`src/rtl/inst_fetch_stage_pkg.sv`:
```
// rtl/inst_fetch_stage_pkg.sv - shared pipeline constants and IF/ID layout
package inst_fetch_stage_pkg;

    localparam int INSTR_W = 32;
    localparam int ADDR_W  = 32;

    localparam logic [ADDR_W-1:0]  DEF_RESET_PC  = 32'h0000_0000;
    localparam logic [INSTR_W-1:0] DEF_NOP_INSTR = 32'h0000_0000;

    // IF/ID pipeline register layout, also consumed by decode
    typedef struct packed {
        logic [INSTR_W-1:0] instr;
        logic [ADDR_W-1:0]  pc_plus4;
        logic               valid;
    } if_id_t;

    // Source of the next PC value
    typedef enum logic [1:0] {
        PC_SRC_SEQ   = 2'd0,
        PC_SRC_HOLD  = 2'd1,
        PC_SRC_REDIR = 2'd2
    } pc_src_e;

endpackage

```
`src/rtl/inst_fetch_stage_if.sv`:
```
// rtl/inst_fetch_stage_if.sv - instruction-memory bus between fetch and inst_memory
//   imem_addr  : byte address driven by the fetch stage
//   imem_rdata : instruction word returned combinationally by memory
interface inst_fetch_stage_if;
    import inst_fetch_stage_pkg::*;

    logic [ADDR_W-1:0]  imem_addr;
    logic [INSTR_W-1:0] imem_rdata;

    modport master (output imem_addr, input  imem_rdata);
    modport slave  (input  imem_addr, output imem_rdata);
endinterface

```
`src/rtl/inst_fetch_stage_pc_next_sel.sv`:
```
// rtl/inst_fetch_stage_pc_next_sel.sv - next-PC mux and redirect alignment check
//   pc_q        in  : current PC
//   stall       in  : hold request
//   redirect    in  : taken branch/jump
//   redirect_pc in  : redirect target (low bits dropped)
//   pc_plus4    out : pc_q + 4, modulo 2^32
//   pc_next     out : value to load into pc_q on a non-reset edge
//   pc_src      out : which source was chosen
//   misalign    out : redirect target bits [1:0] non-zero
module inst_fetch_stage_pc_next_sel
    import inst_fetch_stage_pkg::*;
(
    input  logic [ADDR_W-1:0] pc_q,
    input  logic              stall,
    input  logic              redirect,
    input  logic [ADDR_W-1:0] redirect_pc,
    output logic [ADDR_W-1:0] pc_plus4,
    output logic [ADDR_W-1:0] pc_next,
    output pc_src_e           pc_src,
    output logic              misalign
);

    always_comb begin
        pc_plus4 = pc_q + 32'd4;
        misalign = (redirect_pc[1:0] != 2'b00);

        // Redirect beats stall; flush does not affect the PC choice
        pc_src = PC_SRC_SEQ;
        if (redirect) begin
            pc_src = PC_SRC_REDIR;
        end else if (stall) begin
            pc_src = PC_SRC_HOLD;
        end

        case (pc_src)
            PC_SRC_REDIR: pc_next = {redirect_pc[ADDR_W-1:2], 2'b00};
            PC_SRC_HOLD:  pc_next = pc_q;
            default:      pc_next = pc_plus4;
        endcase
    end

endmodule

```
`src/rtl/inst_fetch_stage.sv`:
```
// rtl/inst_fetch_stage.sv - instruction fetch stage: PC, imem address, IF/ID register
//   clk, rst_n            : clock, synchronous active-low reset
//   stall, flush          : hazard controls from later stages
//   redirect, redirect_pc : taken branch/jump and its target
//   imem                  : instruction-memory bus (master side)
//   if_id_instr/pc_plus4/valid : IF/ID register to decode
//   fetch_count           : saturating count of captured instructions
//   misalign_err          : sticky misaligned redirect target flag
module inst_fetch_stage
    import inst_fetch_stage_pkg::*;
#(
    parameter logic [ADDR_W-1:0]  RESET_PC  = DEF_RESET_PC,
    parameter logic [INSTR_W-1:0] NOP_INSTR = DEF_NOP_INSTR,
    parameter int                 CNT_W     = 16
) (
    input  logic                clk,
    input  logic                rst_n,
    input  logic                stall,
    input  logic                flush,
    input  logic                redirect,
    input  logic [ADDR_W-1:0]   redirect_pc,
    inst_fetch_stage_if.master  imem,
    output logic [INSTR_W-1:0]  if_id_instr,
    output logic [ADDR_W-1:0]   if_id_pc_plus4,
    output logic                if_id_valid,
    output logic [CNT_W-1:0]    fetch_count,
    output logic                misalign_err
);

    logic [ADDR_W-1:0] pc_q;
    logic [ADDR_W-1:0] pc_plus4;
    logic [ADDR_W-1:0] pc_next;
    pc_src_e           pc_src;
    logic              misalign;
    logic              advance;
    if_id_t            if_id_q;
    logic [CNT_W-1:0]  cnt_q;
    logic              err_q;

    localparam if_id_t BUBBLE = '{instr: NOP_INSTR, pc_plus4: '0, valid: 1'b0};

    inst_fetch_stage_pc_next_sel u_pc_next_sel (
        .pc_q        (pc_q),
        .stall       (stall),
        .redirect    (redirect),
        .redirect_pc (redirect_pc),
        .pc_plus4    (pc_plus4),
        .pc_next     (pc_next),
        .pc_src      (pc_src),
        .misalign    (misalign)
    );

    // A flush without stall still steps the PC, but the word is discarded
    assign advance = (pc_src == PC_SRC_SEQ) && !flush;

    always_ff @(posedge clk) begin
        if (!rst_n) begin
            pc_q    <= RESET_PC;
            if_id_q <= BUBBLE;
            cnt_q   <= '0;
            err_q   <= 1'b0;
        end else begin
            pc_q <= pc_next;
            if (redirect || flush) begin
                if_id_q <= BUBBLE;
            end else if (!stall) begin
                if_id_q <= '{instr: imem.imem_rdata, pc_plus4: pc_plus4, valid: 1'b1};
            end
            if (advance && !(&cnt_q)) begin
                cnt_q <= cnt_q + 1'b1;
            end
            if (redirect && misalign) begin
                err_q <= 1'b1;
            end
        end
    end

    assign imem.imem_addr  = pc_q;
    assign if_id_instr     = if_id_q.instr;
    assign if_id_pc_plus4  = if_id_q.pc_plus4;
    assign if_id_valid     = if_id_q.valid;
    assign fetch_count     = cnt_q;
    assign misalign_err    = err_q;

endmodule

```
`src/flat_wrapper.sv`:
```
// flat-port wrapper written by rule: the top's interface ports become plain ports
module inst_fetch_stage_flat import inst_fetch_stage_pkg::*;
#(
    parameter logic [ADDR_W-1:0]  RESET_PC  = DEF_RESET_PC,
    parameter logic [INSTR_W-1:0] NOP_INSTR = DEF_NOP_INSTR,
    parameter int                 CNT_W     = 16
)
  (clk, rst_n, stall, flush, redirect, redirect_pc, if_id_instr, if_id_pc_plus4, if_id_valid, fetch_count, misalign_err, imem_imem_addr, imem_imem_rdata);
  inst_fetch_stage_if imem_i ();
  input  logic clk;
  input  logic rst_n;
  input  logic stall;
  input  logic flush;
  input  logic redirect;
  input  logic [ADDR_W-1:0] redirect_pc;
  output logic [INSTR_W-1:0] if_id_instr;
  output logic [ADDR_W-1:0] if_id_pc_plus4;
  output logic if_id_valid;
  output logic [CNT_W-1:0] fetch_count;
  output logic misalign_err;
  output wire logic [$bits(imem_i.imem_addr)-1:0] imem_imem_addr;
  input wire logic [$bits(imem_i.imem_rdata)-1:0] imem_imem_rdata;
  assign imem_imem_addr = imem_i.imem_addr;
  assign imem_i.imem_rdata = imem_imem_rdata;
  inst_fetch_stage #(.RESET_PC(RESET_PC), .NOP_INSTR(NOP_INSTR), .CNT_W(CNT_W)) u_core (.clk(clk), .rst_n(rst_n), .stall(stall), .flush(flush), .redirect(redirect), .redirect_pc(redirect_pc), .imem(imem_i), .if_id_instr(if_id_instr), .if_id_pc_plus4(if_id_pc_plus4), .if_id_valid(if_id_valid), .fetch_count(fetch_count), .misalign_err(misalign_err));
endmodule
```
`config.mk`:
```
export PLATFORM = sky130hd
export DESIGN_NAME = inst_fetch_stage_flat
export DESIGN_NICKNAME = d
export VERILOG_FILES = /design/src/rtl/inst_fetch_stage_pkg.sv /design/src/rtl/inst_fetch_stage_if.sv /design/src/rtl/inst_fetch_stage_pc_next_sel.sv /design/src/rtl/inst_fetch_stage.sv /design/src/flat_wrapper.sv
export SDC_FILE = /design/constraint.sdc
export NUM_CORES = 1
export LEC_CHECK = 0
export BUFFER_PORTS_ARGS = -buffer_cell sky130_fd_sc_hd__clkbuf_2
export CORE_UTILIZATION = 40
export CTS_CLUSTER_DIAMETER = 200
export DETAILED_ROUTE_END_ITERATION = 8
export PLACE_DENSITY_LB_ADDON = 0.25
export SETUP_SLACK_MARGIN = 0.5
export SYNTH_ARGS = -nofsm -noshare
export SYNTH_HDL_FRONTEND = slang
export SYNTH_HIERARCHICAL = 1
export SYNTH_SLANG_ARGS = --single-unit
```
`constraint.sdc`:
```
create_clock -name clk -period 3.08 [get_ports clk]
set_clock_uncertainty 0.05 [all_clocks]
set_input_delay 0 -clock clk [delete_from_list [all_inputs] [get_ports clk]]
set_output_delay 0 -clock clk [all_outputs]
set_load 0.005 [all_outputs]
```
Yosys cells after proc, flatten, opt, wreduce, memory -nomap -nowiden --
Cells that the tools add are included. W data, S select, Z words.
Storage, ports and cells: bits in registers 114, input bits 69, output and inout bits 114, word-level logic and storage cells 24
Cells by class: add/subtract/negate cells 2, equality and inequality tests 2, muxes and demuxes 3, bitwise logic cells 1, reduce and logical (&&, ||, !) cells 10
Operators with widths (count):
- $pmux W32 S2 | 1
- $add A32 B3 Y32 const B | 1
- $add A16 B1 Y16 const B | 1
- $reduce_and A16 Y1 | 1
- $logic_and A1 B1 Y1 | 3
- $eq A2 B1 Y1 const B | 1
- $eq A2 B2 Y1 const B | 1
- $logic_not A1 Y1 | 2
- $logic_not A2 Y1 | 1
- $mux W2 | 1
- $reduce_bool A2 Y1 | 1
- $reduce_or A2 Y1 | 1
- $logic_or A1 B1 Y1 | 1
- $mux W1 | 1
- $not A1 Y1 | 1

Longest topological paths before layout --
Gate-level depths: netlist of run 1.
word-level depth 5, gate-level depth with buffers 9, depth with buffers taken out 7

Modules after synthesis --
Netlist of run 1, hierarchy kept.
Modules (own cells, without submodules):
- inst_fetch_stage | instances 1, cells each 380, area each 3960.0 sq um, sequential area each 2282.2 sq um
- inst_fetch_stage_pc_next_sel | instances 1, cells each 261, area each 1592.8 sq um, sequential area each 0.0 sq um

Worst setup path after synthesis of run 1 --
No wires, ideal clock.
path type register to register, start register u_core.pc_q[2] (netlist: u_core/imem.imem_addr[2]), end register u_core.pc_q[30] (netlist: u_core/imem.imem_addr[30]), setup time 59 ps, arrival 2151 ps, data required time 2971 ps, setup slack 819 ps, stages on the path, launching flop included 8, buffers on the path 1, period minus slack after synthesis 2261 ps, cell sequence dfxtp_1 > ha_1 > nand3_4 > or4_1 > buf_2 > or3_4 > o311ai_1 > and2_1
On the way: cells in the longest elaborated chain, start to end 2
Ends and longest elaborated chain:
- start: declaration | RTL line inst_fetch_stage.sv:30 | logic [ADDR_W-1:0] pc_q;
- start signal: assignment | RTL line inst_fetch_stage.sv:63 | pc_q <= pc_next;
- $add A32 B3 Y32 | RTL line inst_fetch_stage_pc_next_sel.sv:24 | pc_plus4 = pc_q + 32'd4;
- $pmux W32 S2 | RTL line inst_fetch_stage_pc_next_sel.sv:35 | case (pc_src)
- named net u_core.pc_next[30] | RTL line inst_fetch_stage.sv:32 | logic [ADDR_W-1:0] pc_next;
The timed path passes the listed nets, and every way through them passes these cells. A chain may end at the register's enable or synchronous reset.

Worst setup path in the final report of run 1 --
Same ends and word-level chain as after synthesis.

==> results summary, run 1 <==
The run finished with clean final reports. The tool flagged a number of max-cap violations equal to 0. Synthesis inferred 114 register bits.

The first-pass GRT wire length came out at 24,800 µm. The leakage power summed over all cells came out at 3.36 nW. The number of design rule violations left after detail routing came out at 0. The residual antenna-violating net count after detailed routing is 0. Data arrives at the worst endpoint at 2.78 ns. The most used flip-flop cell after synthesis is dfxtp_1.

Detailed placement finished with a half-perimeter wire length of 11,000 µm. No sink is reached through more buffers than the 2 on the longest clock path. The startpoint type of the worst setup path is a register. The final global-route overflow total is 0. The chip width is 120 µm. The violation count after the first detailed-routing iteration is 317. The mean number of vias per cell is 5.25.

After routing, the total negative slack on setup checks comes to 0 ns. The setup slack of the most critical reg-to-reg path is 0.61 ns. Setup violations remaining at the end of the flow were counted as 0.

The number of hold violations in the final report came out at 0. The part of the Yosys area used for sequential elements came out at 0.411. The placement-stage cell area came out at 6540 µm². The average size of a mapped cell came out at 8.66 µm².

The largest fanout of any net on the critical path is 13. Clock tree synthesis selected as its root buffer the cell clkbuf_16. The number of buffers created by CTS came out at 17. The final cell area excluding filler cells is 7790 µm². The worst stage delay on the critical path is 0.64 ns. The total number of clock tree sinks is 114. In the finished design, the share of the clock period the worst path needs comes to 0.803. The first TritonRoute pass finished after 5 iterations. The net count reported at finish is 937. The post-synthesis cell count is 641. The total power draw is 3.86 mW. The number of top-level pins is 183. Clock latency on the worst-skew pair, taken at its later pin, is 0.42 ns. The synthesized netlist occupies a cell area of 5550 µm². At the end of routability-driven placement, the weighted congestion stood at 0.862. The via count of the first global-routing pass was 5,117. Setup repair after global routing left no endpoint under its margin. The number of max-slew violations in the final report came to 0. For this design the ratio of total power to cell area is 496 nW/µm². Counting distinct cell types in the post-synthesis netlist gives 48.

The maximum number of pins on one net before global-route repair came out at 66. From synthesis to final layout, the design area changed by 40.2%. The antenna cell count is 0.

TritonCTS built the clock tree. The worst pin sits at a relative slew slack of 0.460. The count of warnings emitted by yosys is 6. The total die area is 14,400 µm². In this run, synthesis inferred 0 flip-flops with an integrated enable.

The proportion of synthesized flip-flops having asynchronous set or reset came out at 0. The via count is 5,537. Row generation in the floorplan step produced 42 rows. The class of the most critical hold timing path is in -> reg.

Of the cells placed in the final design, the portion with a size suffix greater than 1 is 0.270. The filler cell count came out at 1,219. The die is 120 µm tall. The setup path with the least slack is of type reg -> reg.

The worst-case IR drop observed on VDD is 0.333 mV. The detailed-route wire length per cell is 15.0 µm. After detailed routing, the total wire length is 15,800 µm. The initial utilization of the core area, before any placement, comes to 0.414. On the critical path, the stage with the largest delay is an instance of or4_4.

The port buffer count is 182. The upper clock frequency limit is 0.404 GHz. Traced cell by cell, the critical path runs through ha_1, nand3_4, or4_4, or3_4, o311ai_1, and2_1.

The number of antenna violations at the first check in global routing was 0. The transition time at the pin with the least slew margin is 0.803 ns. Synthesis produced a netlist with a net count of 712.

The required time at the worst-slack endpoint came out at 3.39 ns. The final critical-path required period came out at 2.47 ns. STA classifies the critical path endpoint as a register. The number of setup buffers added after CTS is 0. The aggregate global-route resource usage is 0.221.

The H-tree depth is 4. The placeable core region is 13,400 µm². After clock tree synthesis, the clock-pin slew on the worst setup and hold paths is 0.06 ns.
-- Yosys cell counts (11+ instances only) --
master / instances / share of area
dfxtp_1: 114 / 0.41
nor2_1: 91 / 0.062
mux2i_1: 67 / 0.12
nand2_1: 37 / 0.025
and2_1: 35 / 0.039
clkbuf_1: 28 / 0.019
o21ai_0: 23 / 0.021
xnor2_1: 23 / 0.036
nand4_1: 22 / 0.025
a31oi_1: 17 / 0.019
nand3_1: 16 / 0.014
xor2_1: 16 / 0.025
or3_1: 15 / 0.017
a21oi_1: 12 / 0.011
nor3_1: 12 / 0.011
or4_1: 12 / 0.016
o31ai_1: 11 / 0.015
-- path summary, 6_finish.rpt --
check                                       from                                    to  depth (start not counted)
max          u_core/imem.imem_addr[2]$_SDFF_PN0_  u_core/imem.imem_addr[30]$_SDFF_PN0_                          6
min                                        rst_n    u_core/fetch_count[8]$_SDFFE_PN0P_                          3
min reg2reg      u_core/if_id_valid$_SDFFE_PP0N_       u_core/if_id_valid$_SDFFE_PP0N_                          2
max reg2reg  u_core/imem.imem_addr[2]$_SDFF_PN0_  u_core/imem.imem_addr[30]$_SDFF_PN0_                          6
-- layout by cell type, fill, tap and decap left out, types with 3 or more instances in the layout --
cell / count
a21oi_1: 12
nand4_1: 22
dlygate4sd3_1: 66
clkinv_2: 3
mux2i_1: 67
o211ai_1: 3
xnor2_1: 23
nor3_1: 12
inv_1: 9
and4_1: 6
o21ai_0: 23
clkinvlp_4: 4
o31ai_1: 11
a31oi_1: 17
buf_4: 10
nor2b_1: 4
and3_1: 5
inv_6: 4
nor4_1: 9
clkbuf_16: 17
or3_1: 14
nand2_1: 37
dfxtp_1: 114
clkbuf_2: 181
nor2_1: 91
and2_1: 35
xor2_1: 16
nand3_1: 16
or4_1: 11
o41ai_1: 5
-- worst max-delay path, delay by kind of cell, from the launching register on --
family | cells | cell delay [ns]
AO/OA/AOI/OAI | 1 | 0.29
adder cells (fa/ha/maj) | 1 | 0.28
flip-flops | 1 | 0.42
AND/OR/NAND/NOR | 4 | 1.38
-- report_power, final --
part	leakage, nW	switching, mW	internal, mW
Sequential	0.928	0.0655	1.52
Combinational	2.16	0.168	0.204
Clock	0.276	0.713	1.19
-- logic make-up (layout without fill, tap and decap cells) --
kind of cell,Yosys count,count (layout),share of synthesized area
xor+xnor,39,39,0.0615
compound gates,74,74,0.0820
simple gates,284,284,0.274
buf+inv,61,299,0.0457
flops,114,114,0.411
fa+ha+maj,2,2,0.00451
mux,67,67,0.121
-- registers in the layout, indices dropped and copies added, names as in the netlist --
register and cells:
u_core/fetch_count 16, u_core/if_id_instr 32, u_core/if_id_pc_plus4 32, u_core/if_id_valid 1, u_core/imem.imem_addr 32, u_core/misalign_err 1
-- what timing repair did --
item | 4_1_cts | 5_1_grt
endpoints found under the hold margin | 66 | 0
hold buffers | 66 | 0
setup endpoints to repair | 1 | 0
gates resized for setup | 1 | 0
-- stage by stage --
| stage | util | cells | hold WS (ns) | setup slack (ns) |
|---|---|---|---|---|
| 2_1_floorplan | - | 641 | 0.0936 | 0.819 |
| 3_3_place_gp | 0.488 | 957 | 0.182 | 0.633 |
| 3_5_place_dp | 0.488 | 957 | 0.189 | 0.522 |
| 4_1_cts | 0.581 | 1055 | 0.0126 | 0.592 |
| 5_1_grt | 0.581 | 1055 | 0.0477 | 0.516 |
| 6_report | 0.581 | 1055 | 0.0199 | 0.606 |
-- layout make-up --
type	instances	area (µm²)	area share
sequential	114	2280	0.293
multi-input combinational	466	3020	0.388
tap	176	220	0.0283
timing repair buffer	257	1640	0.211
clock inverter	15	158	0.0202
clock buffer	17	425	0.0546
inverter	10	37.5	0.00482
-- per-layer routing --
layer	GRT usage	wire, µm	share of wire
met5	0	0	0
met4	0.108	423	0.027
met3	0.0589	798	0.051
met2	0.369	7800	0.49
met1	0.261	6760	0.43
(Power assumes the default switching activity.)
==> inputs of run 2 (changes only) <==
Settings changed: ABC_AREA set to 1.
Clock period 3.08 ns to 2.22 ns, I/O delays scaled along.
==> results summary, run 2 <==
The run finished with clean final reports. The average size of a mapped cell came to 6.62 µm² (-24%). The total die area is 14,800 µm² (+2.8%).

The number of hold violations in the final report came to 0 (unchanged). The register area is 2300 µm² (+0.88%). The clock-pin transition on the worst setup and hold timing paths came out at 0.05 ns (about the same). The number of buffers created by CTS is 17 (unchanged).

The minimum setup slack after placement came to 0.483 ns (-0.0389 ns). The most common cell in the synthesized netlist is nand2_1. The number of distinct library cells after synthesis is 31 (-35%).

The final-layout setup total negative slack came out at 0 ns (unchanged). The final global-route overflow total came to 0 (unchanged). In the layout the commonest cells are nand2_1 (342), clkbuf_2 (182), dfxtp_1 (102). The smallest setup slack after layout came out at 0.582 ns (-0.0237 ns).

The number of endpoints failing setup at the final stage came to 0 (unchanged). The net load switching power is 1.31 mW (+39%). The upper clock frequency limit is 0.611 GHz (+51%).

The clock tree from TritonCTS is yes. The cell area after synthesis came out at 5710 µm² (+2.8%). The clock group share of total power is 0.513 (+0.019). The largest fanout of any net on the critical path came out at 5 (-8). The signal arrival time at the worst endpoint is 1.95 ns (-0.83 ns). Leaving out fill and tap cells, the most frequent cell in the layout is nand2_1. The fraction of layout instances using a drive strength above 1 is 0.265 (-0.00445). The cell internal power dissipation is 4.28 mW (+47%).

The chip width came to 121 µm (+1.4%). The part of the Yosys area used for sequential elements came out at 0.400 (-0.0113). The number of antenna violations at the first check in global routing was 0 (unchanged).

The via count of the first global-routing pass came out at 5,662 (+11%). The chip height is 121 µm (+1.4%). Sorting the synthesized cells by how often they occur yields nand2_1 (345), dfxtp_1 (114), inv_1 (92). The transition time at the pin with the least slew margin is 0.948 ns (+0.145 ns).

The number of top-level pins is 183 (unchanged). The most used flip-flop cell after synthesis is dfxtp_1. The core occupancy in the finished layout is 0.589 (+0.00783). The proportion of synthesized flip-flops having asynchronous set or reset came out at 0 (unchanged). The total power draw came out at 5.59 mW (+45%). The violation count after the first detailed-routing iteration is 448 (+41%). The setup path with the least slack is of type reg -> reg.

The post-synthesis cell count came out at 863 (+35%). The first-pass GRT wire length came out at 27,700 µm (+11%). The count of warnings emitted by yosys came to 6 (unchanged). The placeable core region is 13,900 µm² (+3.6%). The root buffer cell chosen for the clock tree is clkbuf_16. The post-DP HPWL is 11,500 µm (+5.1%).

The leakage power summed over all cells is 3.92 nW (+17%). The residual antenna-violating net count after detailed routing is 0 (unchanged). Sorting the synthesized cells by area gives the leading types as dfxtp_1 (40%), nand2_1 (23%), a21oi_1 (6.8%). The detailed-route wire length per cell was 13.5 µm (-9.6%). The detailed-routing iteration count for the pre-antenna-repair pass is 5 (unchanged). The worst setup path is launched from a register. The final cycle utilization of the critical path came out at 0.738 (-0.0655). The number of enable-type register cells in the synthesized netlist is 0 (unchanged). The number of max-slew violations in the final report came out at 0 (unchanged).

dfxtp_1 takes more of the synthesized area than any other cell. The routability congestion estimate from global placement is 0.817 (-5.3%). The area growth from synthesis to layout is 43.2%.

The relative max-transition margin is 0.367 (-0.0927). The net count reported at finish came to 1,178 (+26%). The number of design rule violations left after detail routing came out at 0 (unchanged). The final critical-path required period was 1.64 ns (-0.836 ns).

The instance count after placement with tap cells included is 1,199 (+25%). The required time at the worst-slack endpoint is 2.53 ns (-0.86 ns). The tightest min-delay check is of the in -> reg type. The mean number of vias per cell came to 4.74 (-9.7%). The number of nets in the synthesized netlist was 934 (+31%). The via count is 6,163 (+11%). The antenna cell count is 0 (unchanged).

The H-tree depth is 4 (unchanged). The total number of clock tree sinks came out at 114 (unchanged). The worst setup path is captured at a register. The final instance count without filler cells is 1,300 (+23%).

The maximum clock insertion buffer count was 2 (unchanged). The aggregate global-route resource usage is 0.244 (+0.0233). The top cell type's share of synthesized area is 0.400 (-0.0113). The starting density of the core came out at 0.411 (-0.00308). The areal power density over the cells is 684 nW/µm² (+38%). The proportion of total power due to net switching is 0.235 (-0.0101). The total length of routed wires came to 17,600 µm (+11%). The area taken by multi-input logic gates is 2960 µm² (-2.1%). The worst voltage drop across the vdd grid came out at 0.530 mV (+59%). The port buffer count is 182 (unchanged).

The filler cell count came out at 1,306 (+7.1%). The share of total power in combinational logic came out at 0.100 (+0.004). Setup repair after global routing could not meet its margin everywhere. The clock latency on the worst-skew pair was 0.42 ns (about the same).

The number of rows created at floorplan was 43 (+2.4%). The number of max-capacitance violations reported came out at 0 (unchanged). The power share of the sequential group is 0.387 (-0.023). The maximum number of pins on one net before global-route repair was 66 (unchanged). The number of synthesized register bits is 114 (unchanged).
run 2: per-stage QoR:
step | area, µm² | hold slack [ns]
finish | 8170 | 0.0388
floorplan | 5710 | 0.0936
detailed placement | 6780 | 0.187
CTS | 8080 | 0.0443
global placement | 6780 | 0.183
global route | 8170 | 0.0619
run 2: cells by family after synthesis:
family,after synthesis,synth area share
simple gates,491,0.368
buf+inv,133,0.0931
compound gates,107,0.101
xor+xnor,16,0.0337
fa+ha+maj,2,0.00438
flops,114,0.400
run 2: final timing paths:
| kind | cells after the start | to | slack, ns | startpoint |
|---|---|---|---|---|
| setup / recovery | 10 | u_core/imem.imem_addr[12]$_SDFF_PN0_ | 0.58 | u_core/imem.imem_addr[2]$_SDFF_PN0_ |
| hold / removal | 4 | u_core/if_id_valid$_SDFFE_PP0N_ | 0.04 | rst_n |
| setup reg to reg | 10 | u_core/imem.imem_addr[12]$_SDFF_PN0_ | 0.58 | u_core/imem.imem_addr[2]$_SDFF_PN0_ |
| hold reg to reg | 2 | u_core/if_id_instr[30]$_SDFFE_PP0N_ | 0.41 | u_core/if_id_instr[30]$_SDFFE_PP0N_ |
run 2: worst max-delay path, cell delays in order (launching register included):
cell	delay [ns]
dfxtp_4	0.37
ha_4	0.16
nand2_4	0.06
nor2_4	0.15
nand2_4	0.12
nor2_4	0.19
xor2_2	0.19
nand2_1	0.09
nand2_1	0.07
nand2_1	0.05
inv_1	0.07
run 2: final cells by class:
type,instances,area share
Multi-Input combinational cell,616,0.362
Inverter,94,0.0432
Sequential cell,114,0.282
Clock buffer,24,0.0614
Clock inverter,8,0.0152
Tap cell,180,0.0276
Timing Repair Buffer,264,0.209
run 2: timing repair:
| action | 4_1_cts | 5_1_grt |
|---|---|---|
| resized for setup | 4 | 27 |
| pin swaps | 3 | 11 |
| endpoints found under the hold margin | 66 | 0 |
| hold buffers | 66 | 0 |
| setup buffers | 1 | 2 |
| endpoints found under the setup margin | 5 | 40 |
run 2: routing by layer:
layer | share of wire | GRT usage | vias up | routed length, µm
met2 | 0.48 | 0.395 | 181 | 8410
met5 | 0 | 0 | - | 0
met3 | 0.057 | 0.0611 | 31 | 1000
met4 | 0.021 | 0.107 | 0 | 361
li1 | - | - | 3138 | -
met1 | 0.44 | 0.305 | 2813 | 7820
run 2: power by group through the flow:
stage               Sequential, mW  Clock (mW)  Combinational, mW
detailed placement            2.20           0              0.451
finish                        2.16        2.87              0.561
floorplan                     2.19           0              0.249
global placement              2.20           0              0.448
global route                  2.17        3.02              0.626
CTS                           2.16        2.91              0.548
